<file path="config.mk">
export PLATFORM = sky130hd
export DESIGN_NAME = otp_stream_decryptor
export DESIGN_NICKNAME = d
export VERILOG_FILES = /design/src/rtl/otp_stream_decryptor.sv
export SDC_FILE = /design/constraint.sdc
export NUM_CORES = 1
export LEC_CHECK = 0
export CELL_PAD_IN_SITES_DETAIL_PLACEMENT = 0
export CELL_PAD_IN_SITES_GLOBAL_PLACEMENT = 1
export CORE_MARGIN = 3
export CORE_UTILIZATION = 44
export CTS_CLUSTER_DIAMETER = 150
export DETAILED_ROUTE_END_ITERATION = 6
export PLACE_DENSITY_LB_ADDON = 0.1
export REMOVE_ABC_BUFFERS = 1
export SLEW_MARGIN = 15
export SYNTH_ARGS = -nofsm -noshare
export SYNTH_HDL_FRONTEND = slang
export SYNTH_SLANG_ARGS = --single-unit
</file>
<file path="constraint.sdc">
create_clock -name clk -period 3.2 [get_ports clk]
set_input_delay 0.8 -clock clk [delete_from_list [all_inputs] [get_ports clk]]
set_output_delay 0.8 -clock clk [all_outputs]
set_load 0.1 [all_outputs]
</file>
<file path="src/rtl/otp_stream_decryptor.sv">
// Receive side of the one-time-pad link: regenerates the LFSR pad stream,
// checks the encryptor's pad index sequence and XORs ciphertext back to plaintext.
module otp_stream_decryptor #(
   parameter logic [7:0] SEED = 8'hA5,
   parameter logic [7:0] TAPS = 8'hB8
) (
   input  logic       clk,
   input  logic       rst,
   input  logic       ena,
   input  logic       resync,
   input  logic       in_valid,
   output logic       in_ready,
   input  logic [7:0] in_data,
   input  logic [2:0] in_index,
   output logic       out_valid,
   input  logic       out_ready,
   output logic [7:0] out_data,
   output logic [2:0] out_index,
   output logic       seq_err,
   output logic       busy,
   output logic       dbg_state
);

   // An all-zero LFSR would lock up, so a zero seed is replaced by 8'h01.
   localparam logic [7:0] LOAD = (SEED == 8'h00) ? 8'h01 : SEED;

   typedef enum logic {
      S_FILL = 1'b0,
      S_RUN  = 1'b1
   } state_t;

   state_t     state;
   logic [7:0] pad [8];
   logic [7:0] lfsr;
   logic [7:0] lfsr_next;
   logic [2:0] fill_cnt;
   logic [2:0] exp_idx;
   logic       accept;
   logic       idx_ok;

   assign lfsr_next = {lfsr[6:0], ^(lfsr & TAPS)};

   // Handshake: a byte transfers on any edge where in_valid && in_ready; in_ready
   // is only raised in RUN, with ena high, no resync, and room in the output register.
   assign in_ready  = (state == S_RUN) && ena && !resync && (!out_valid || out_ready);
   assign accept    = in_valid && in_ready;
   assign idx_ok    = (in_index == exp_idx);
   assign busy      = (state == S_FILL);
   assign dbg_state = state;

   always_ff @(posedge clk or posedge rst) begin
      if (rst) begin
         state     <= S_FILL;
         lfsr      <= LOAD;
         fill_cnt  <= 3'd0;
         exp_idx   <= 3'd0;
         seq_err   <= 1'b0;
         out_valid <= 1'b0;
         out_data  <= 8'h00;
         out_index <= 3'd0;
         for (int i = 0; i < 8; i++) begin
            pad[i] <= 8'h00;
         end
      end else if (resync) begin
         state     <= S_FILL;
         lfsr      <= LOAD;
         fill_cnt  <= 3'd0;
         exp_idx   <= 3'd0;
         seq_err   <= 1'b0;
         out_valid <= 1'b0;
      end else if (ena) begin
         case (state)
            S_FILL: begin
               pad[fill_cnt] <= lfsr;
               lfsr          <= lfsr_next;
               fill_cnt      <= fill_cnt + 3'd1;
               if (fill_cnt == 3'd7) begin
                  state <= S_RUN;
               end
            end
            S_RUN: begin
               if (out_valid && out_ready) begin
                  out_valid <= 1'b0;
               end
               // A mismatched index still completes the handshake but is dropped.
               if (accept) begin
                  if (idx_ok) begin
                     out_data      <= in_data ^ pad[in_index];
                     out_index     <= in_index;
                     out_valid     <= 1'b1;
                     pad[in_index] <= lfsr;
                     lfsr          <= lfsr_next;
                     exp_idx       <= exp_idx + 3'd1;
                  end else begin
                     seq_err <= 1'b1;
                  end
               end
            end
            default: state <= S_FILL;
         endcase
      end
   end

endmodule

</file>
==> impl_results.html <==
<table>
<tr><th>Metric</th><th>Value</th></tr>
<tr><th colspan="2">Outcome</th></tr>
<tr><td>Outcome</td><td>finished, final reports clean</td></tr>
<tr><th colspan="2">Finish</th></tr>
<tr><td>Most common library cell in the layout ignoring fill and taps</td><td>dfrtp_1</td></tr>
<tr><td>Total non-filler cell area in the finished layout</td><td>around 5100 µm²</td></tr>
<tr><td>Utilization after layout</td><td>0.5395</td></tr>
<tr><td>Ratio of cells with drive above 1 in the final layout</td><td>0.3957</td></tr>
<tr><td>Signed area change from the synthesized netlist to the final layout</td><td>17.04%</td></tr>
<tr><td>Number of inserted filler cells in the final layout</td><td>about 830</td></tr>
<tr><td>Highest-count cells in the layout ignoring fill and taps</td><td>dfrtp_1 (88), mux2_2 (65), buf_4 (33)</td></tr>
<tr><td>Inserted Diodes</td><td>0</td></tr>
<tr><td>Layout Nets</td><td>384</td></tr>
<tr><th colspan="2">Timing</th></tr>
<tr><td>Minimum clock period</td><td>roughly 2900 ps</td></tr>
<tr><td>Slew of the pin with the lowest slew margin</td><td>about 530 ps</td></tr>
<tr><td>Period utilization</td><td>0.8981</td></tr>
<tr><td>Number of setup violations in the final report</td><td>0</td></tr>
<tr><td>Number of endpoints with negative hold slack in the final report</td><td>0</td></tr>
<tr><td>Max-slew violation total from the final report</td><td>0</td></tr>
<tr><td>Largest clock skew in the final design</td><td>roughly 11 ps</td></tr>
<tr><td>RSZ-0062 raised after global routing</td><td>false</td></tr>
<tr><td>Fmax achieved</td><td>approximately 350 MHz</td></tr>
<tr><td>Worst slew slack as a fraction of its limit</td><td>0.6481</td></tr>
<tr><th colspan="2">Die</th></tr>
<tr><td>Initial core utilization</td><td>0.4610</td></tr>
<tr><td>Die width</td><td>roughly 110 µm</td></tr>
<tr><td>Die outline height</td><td>roughly 110 µm</td></tr>
<tr><td>Number of I/O pins</td><td>33</td></tr>
<tr><td>Area of the die</td><td>~11000 µm²</td></tr>
<tr><td>Number of placement rows</td><td>35</td></tr>
<tr><td>Core outline area</td><td>between 9000 and 10000 µm²</td></tr>
<tr><th colspan="2">Power</th></tr>
<tr><td>Share of power burned in registers</td><td>0.547</td></tr>
<tr><td>Total leakage power</td><td>approximately 2.4 nW</td></tr>
<tr><td>Total power per unit cell area</td><td>slightly above 500 nW/µm²</td></tr>
<tr><td>Worst vdd ir</td><td>~0.22 mV</td></tr>
<tr><td>Combinational power share</td><td>0.141</td></tr>
<tr><td>Internal power</td><td>~1.9 mW</td></tr>
<tr><td>Switching power total</td><td>647.3 µW</td></tr>
<tr><td>Clock share of power</td><td>0.312</td></tr>
<tr><td>Sw frac</td><td>0.2531</td></tr>
<tr><th colspan="2">Setup path</th></tr>
<tr><td>Worst Path Required</td><td>approximately 2400 ps</td></tr>
<tr><td>Maximum fanout encountered on the critical timing path</td><td>6</td></tr>
<tr><td>Capturing element type of the critical path</td><td>output port</td></tr>
<tr><td>Number of buffers and inverters on the critical path</td><td>3</td></tr>
<tr><td>Series of cell instances along the critical path</td><td>clkdlybuf4s50_1 &gt; buf_4 &gt; nor3_1 &gt; buf_12</td></tr>
<tr><td>Classification of the worst setup path</td><td>input pin to output port</td></tr>
<tr><td>Delay contributed by the slowest stage of the critical path</td><td>approximately 520 ps</td></tr>
<tr><td>Number of logic stages on the critical path including buffering</td><td>4</td></tr>
<tr><td>Worst reg-to-reg path cell count</td><td>5</td></tr>
<tr><td>Category of the worst setup path launch point</td><td>input pin</td></tr>
<tr><td>Crit path arrival time</td><td>between 2000 and 2500 ps</td></tr>
<tr><td>Slowest stage cell on the critical path</td><td>clkdlybuf4s50_1</td></tr>
<tr><td>Cell class contributing the biggest share of worst-path delay</td><td>buffers and inverters</td></tr>
<tr><th colspan="2">Worst hold path</th></tr>
<tr><td>Worst hold path depth</td><td>2</td></tr>
<tr><td>Type of the most critical hold path</td><td>register to register</td></tr>
<tr><th colspan="2">Synth</th></tr>
<tr><td>Count of flip-flops with a built-in enable after synthesis</td><td>0</td></tr>
<tr><td>Fraction of registers with async set/reset</td><td>1.000</td></tr>
<tr><td>Mean Syn Cell Area</td><td>between 10 and 15 µm²</td></tr>
<tr><td>Netlist cell types</td><td>40</td></tr>
<tr><td>Number of warnings issued by yosys</td><td>0</td></tr>
<tr><td>Fraction of the yosys area taken by sequential cells</td><td>0.5316</td></tr>
<tr><td>Post-synthesis cell area</td><td>~4300 µm²</td></tr>
<tr><td>Seq cells post-synth</td><td>92</td></tr>
<tr><td>Gate count after technology mapping</td><td>approximately 320</td></tr>
<tr><td>Main synth FF type</td><td>dfrtp_1</td></tr>
<tr><th colspan="2">GRT</th></tr>
<tr><td>Wire length of the first global-routing pass</td><td>roughly 15000 µm</td></tr>
<tr><td>Total routing usage reported by global routing</td><td>0.1752</td></tr>
<tr><td>Via count of the first global-routing pass</td><td>2736</td></tr>
<tr><td>Maximum number of pins on one net before global-route repair</td><td>48</td></tr>
<tr><td>Most used routing layer</td><td>met2</td></tr>
<tr><td>Met3 track demand over resource in global routing</td><td>0.02817</td></tr>
<tr><td>Total overflow reported by the global router</td><td>0</td></tr>
<tr><td>Number of antenna violations at the first check in global routing</td><td>0</td></tr>
<tr><td>Met1 layer usage reported by global route</td><td>0.2503</td></tr>
<tr><td>Grt met2 use</td><td>0.2755</td></tr>
<tr><th colspan="2">Clocking</th></tr>
<tr><td>Count of instances resized after the clock tree is built</td><td>0</td></tr>
<tr><td>CTS tree</td><td>yes</td></tr>
<tr><td>Worst-Skew Late Latency</td><td>350 ps</td></tr>
<tr><td>Maximum root-to-sink buffer count</td><td>2</td></tr>
<tr><td>Number of H-tree branching levels</td><td>3</td></tr>
<tr><td>Number of clock sinks</td><td>a little over 90</td></tr>
<tr><td>Post-CTS setup buffer count</td><td>0</td></tr>
<tr><td>Hold buffer count at cts</td><td>0</td></tr>
<tr><td>Root cell of the clock tree</td><td>clkbuf_8</td></tr>
<tr><td>CTS clk-pin slew, worst paths</td><td>about 90 ps</td></tr>
<tr><td>Number of buffers added by the clock tree synthesis step</td><td>9</td></tr>
<tr><th colspan="2">Routing</th></tr>
<tr><td>Number of vias per cell after detailed routing</td><td>5.283</td></tr>
<tr><td>Count of unresolved DRC violations after routing</td><td>0</td></tr>
<tr><td>Final wirelength</td><td>9093 µm</td></tr>
<tr><td>Detailed-router iteration count before antenna repair</td><td>4</td></tr>
<tr><td>Drt initial violations</td><td>88</td></tr>
<tr><td>Via total after detailed routing</td><td>roughly 2600</td></tr>
<tr><td>Routed wirelength normalized by instance count</td><td>about 18 µm</td></tr>
<tr><td>ANT nets after route</td><td>0</td></tr>
<tr><th colspan="2">Placed design</th></tr>
<tr><td>IO Port Bufs</td><td>32</td></tr>
<tr><td>Final Wtd Congestion</td><td>around 0.75</td></tr>
<tr><td>HPWL Detailed</td><td>approximately 6200 µm</td></tr>
<tr><td>Total placed instance area</td><td>approximately 5000 µm²</td></tr>
<tr><th colspan="2">Job</th></tr>
<tr><td>Number of violations of the max-capacitance limit</td><td>0</td></tr>
</table>
metrics by stage:
stage                     total power, mW  std cells  setup TNS, ps  worst slack [ps]  hold WS, ps
after floorplan                     1.650        302          -1058             -1058        458.7
after global placement              1.779        482              0             132.2        462.8
after detailed placement            1.788        482              0             145.2        471.2
after CTS                           2.594        498              0             331.8        493.4
after global routing                2.689        498              0             277.9        518.5
final                               2.558        498              0             326.0        487.3
flip-flops by register name, indices dropped and copies added, names as in the netlist:
name,flops
out_valid,1
out_data,8
fill_cnt,3
out_index,3
seq_err,1
pad,64
lfsr,8
dbg_state,1
exp_idx,3
cells in the mapped netlist, types with 4 or more instances:
library cell | n | share of area
dfstp_2 | 4 | 0.024
dfrtp_1 | 88 | 0.51
o22ai_1 | 4 | 0.0058
nor2_2 | 4 | 0.0058
buf_1 | 5 | 0.0043
nand2_4 | 4 | 0.010
inv_1 | 5 | 0.0043
xnor2_1 | 6 | 0.012
mux2_2 | 65 | 0.17
mux4_2 | 14 | 0.073
nand3_1 | 4 | 0.0046
a21oi_1 | 5 | 0.0058
nand2_1 | 14 | 0.012
a22o_1 | 4 | 0.0081
o21ai_0 | 10 | 0.012
nor2_1 | 14 | 0.012
nand2b_1 | 6 | 0.0086
mux2i_1 | 11 | 0.025
xor2_1 | 11 | 0.022
clkbuf_1 | 13 | 0.011
cells by family after synthesis:
| group | after synthesis | share of synthesized area |
|---|---|---|
| muxes | 93 | 0.2744 |
| DFF | 92 | 0.5316 |
| and+or+nand+nor | 56 | 0.07120 |
| AOI/OAI and AO/OA | 36 | 0.05881 |
| buffers and inverters | 24 | 0.02104 |
| xor gates and xnor gates | 17 | 0.03430 |
| adders and majority gates | 3 | 0.008649 |
layer usage:
| metal | wire (µm) | vias up |
|---|---|---|
| li1 | - | 1245 |
| met1 | 4475 | 1341 |
| met2 | 4278 | 35 |
| met3 | 249 | 10 |
| met4 | 91 | 0 |
| met5 | 0 | - |
final timing paths:
check	startpoint	endpoint	slack, ps
min reg2reg	out_data[5]$_DFFE_PP0P_	out_data[5]$_DFFE_PP0P_	490
min	out_data[5]$_DFFE_PP0P_	out_data[5]$_DFFE_PP0P_	490
max in group asynchronous	rst	lfsr[0]$_DFFE_PP1P_	1770
min in group asynchronous	rst	pad[5]$_DFFE_PP0P_	770
max reg2reg	dbg_state$_DFFE_PP0P_	pad[12]$_DFFE_PP0P_	660
max	resync	in_ready	330
layout make-up:
class	instances	area, µm²	share of cell area
clock buffers	11	141.4	0.02783
clock inverters	5	60.06	0.01182
inverters	5	20.02	0.003941
multi-input cells	205	1942	0.3823
flip-flops and latches	92	2307	0.4542
well taps	129	161.4	0.03177
repair buffers	51	447.9	0.08818
worst min-delay path, stage by stage, from the launching register on:
cell and delay (ps):
dfrtp_1 350, nand2_1 40, o21ai_0 60
power groups by stage:
| stage | combinational, mW | sequential (mW) | clock, mW |
|---|---|---|---|
| final | 0.361 | 1.40 | 0.797 |
| after global routing | 0.399 | 1.42 | 0.869 |
| after CTS | 0.368 | 1.40 | 0.826 |
| after detailed placement | 0.367 | 1.42 | 0 |
| after global placement | 0.358 | 1.42 | 0 |
| after floorplan | 0.269 | 1.38 | 0 |
Note: power is estimated with default switching activity, not from simulation.
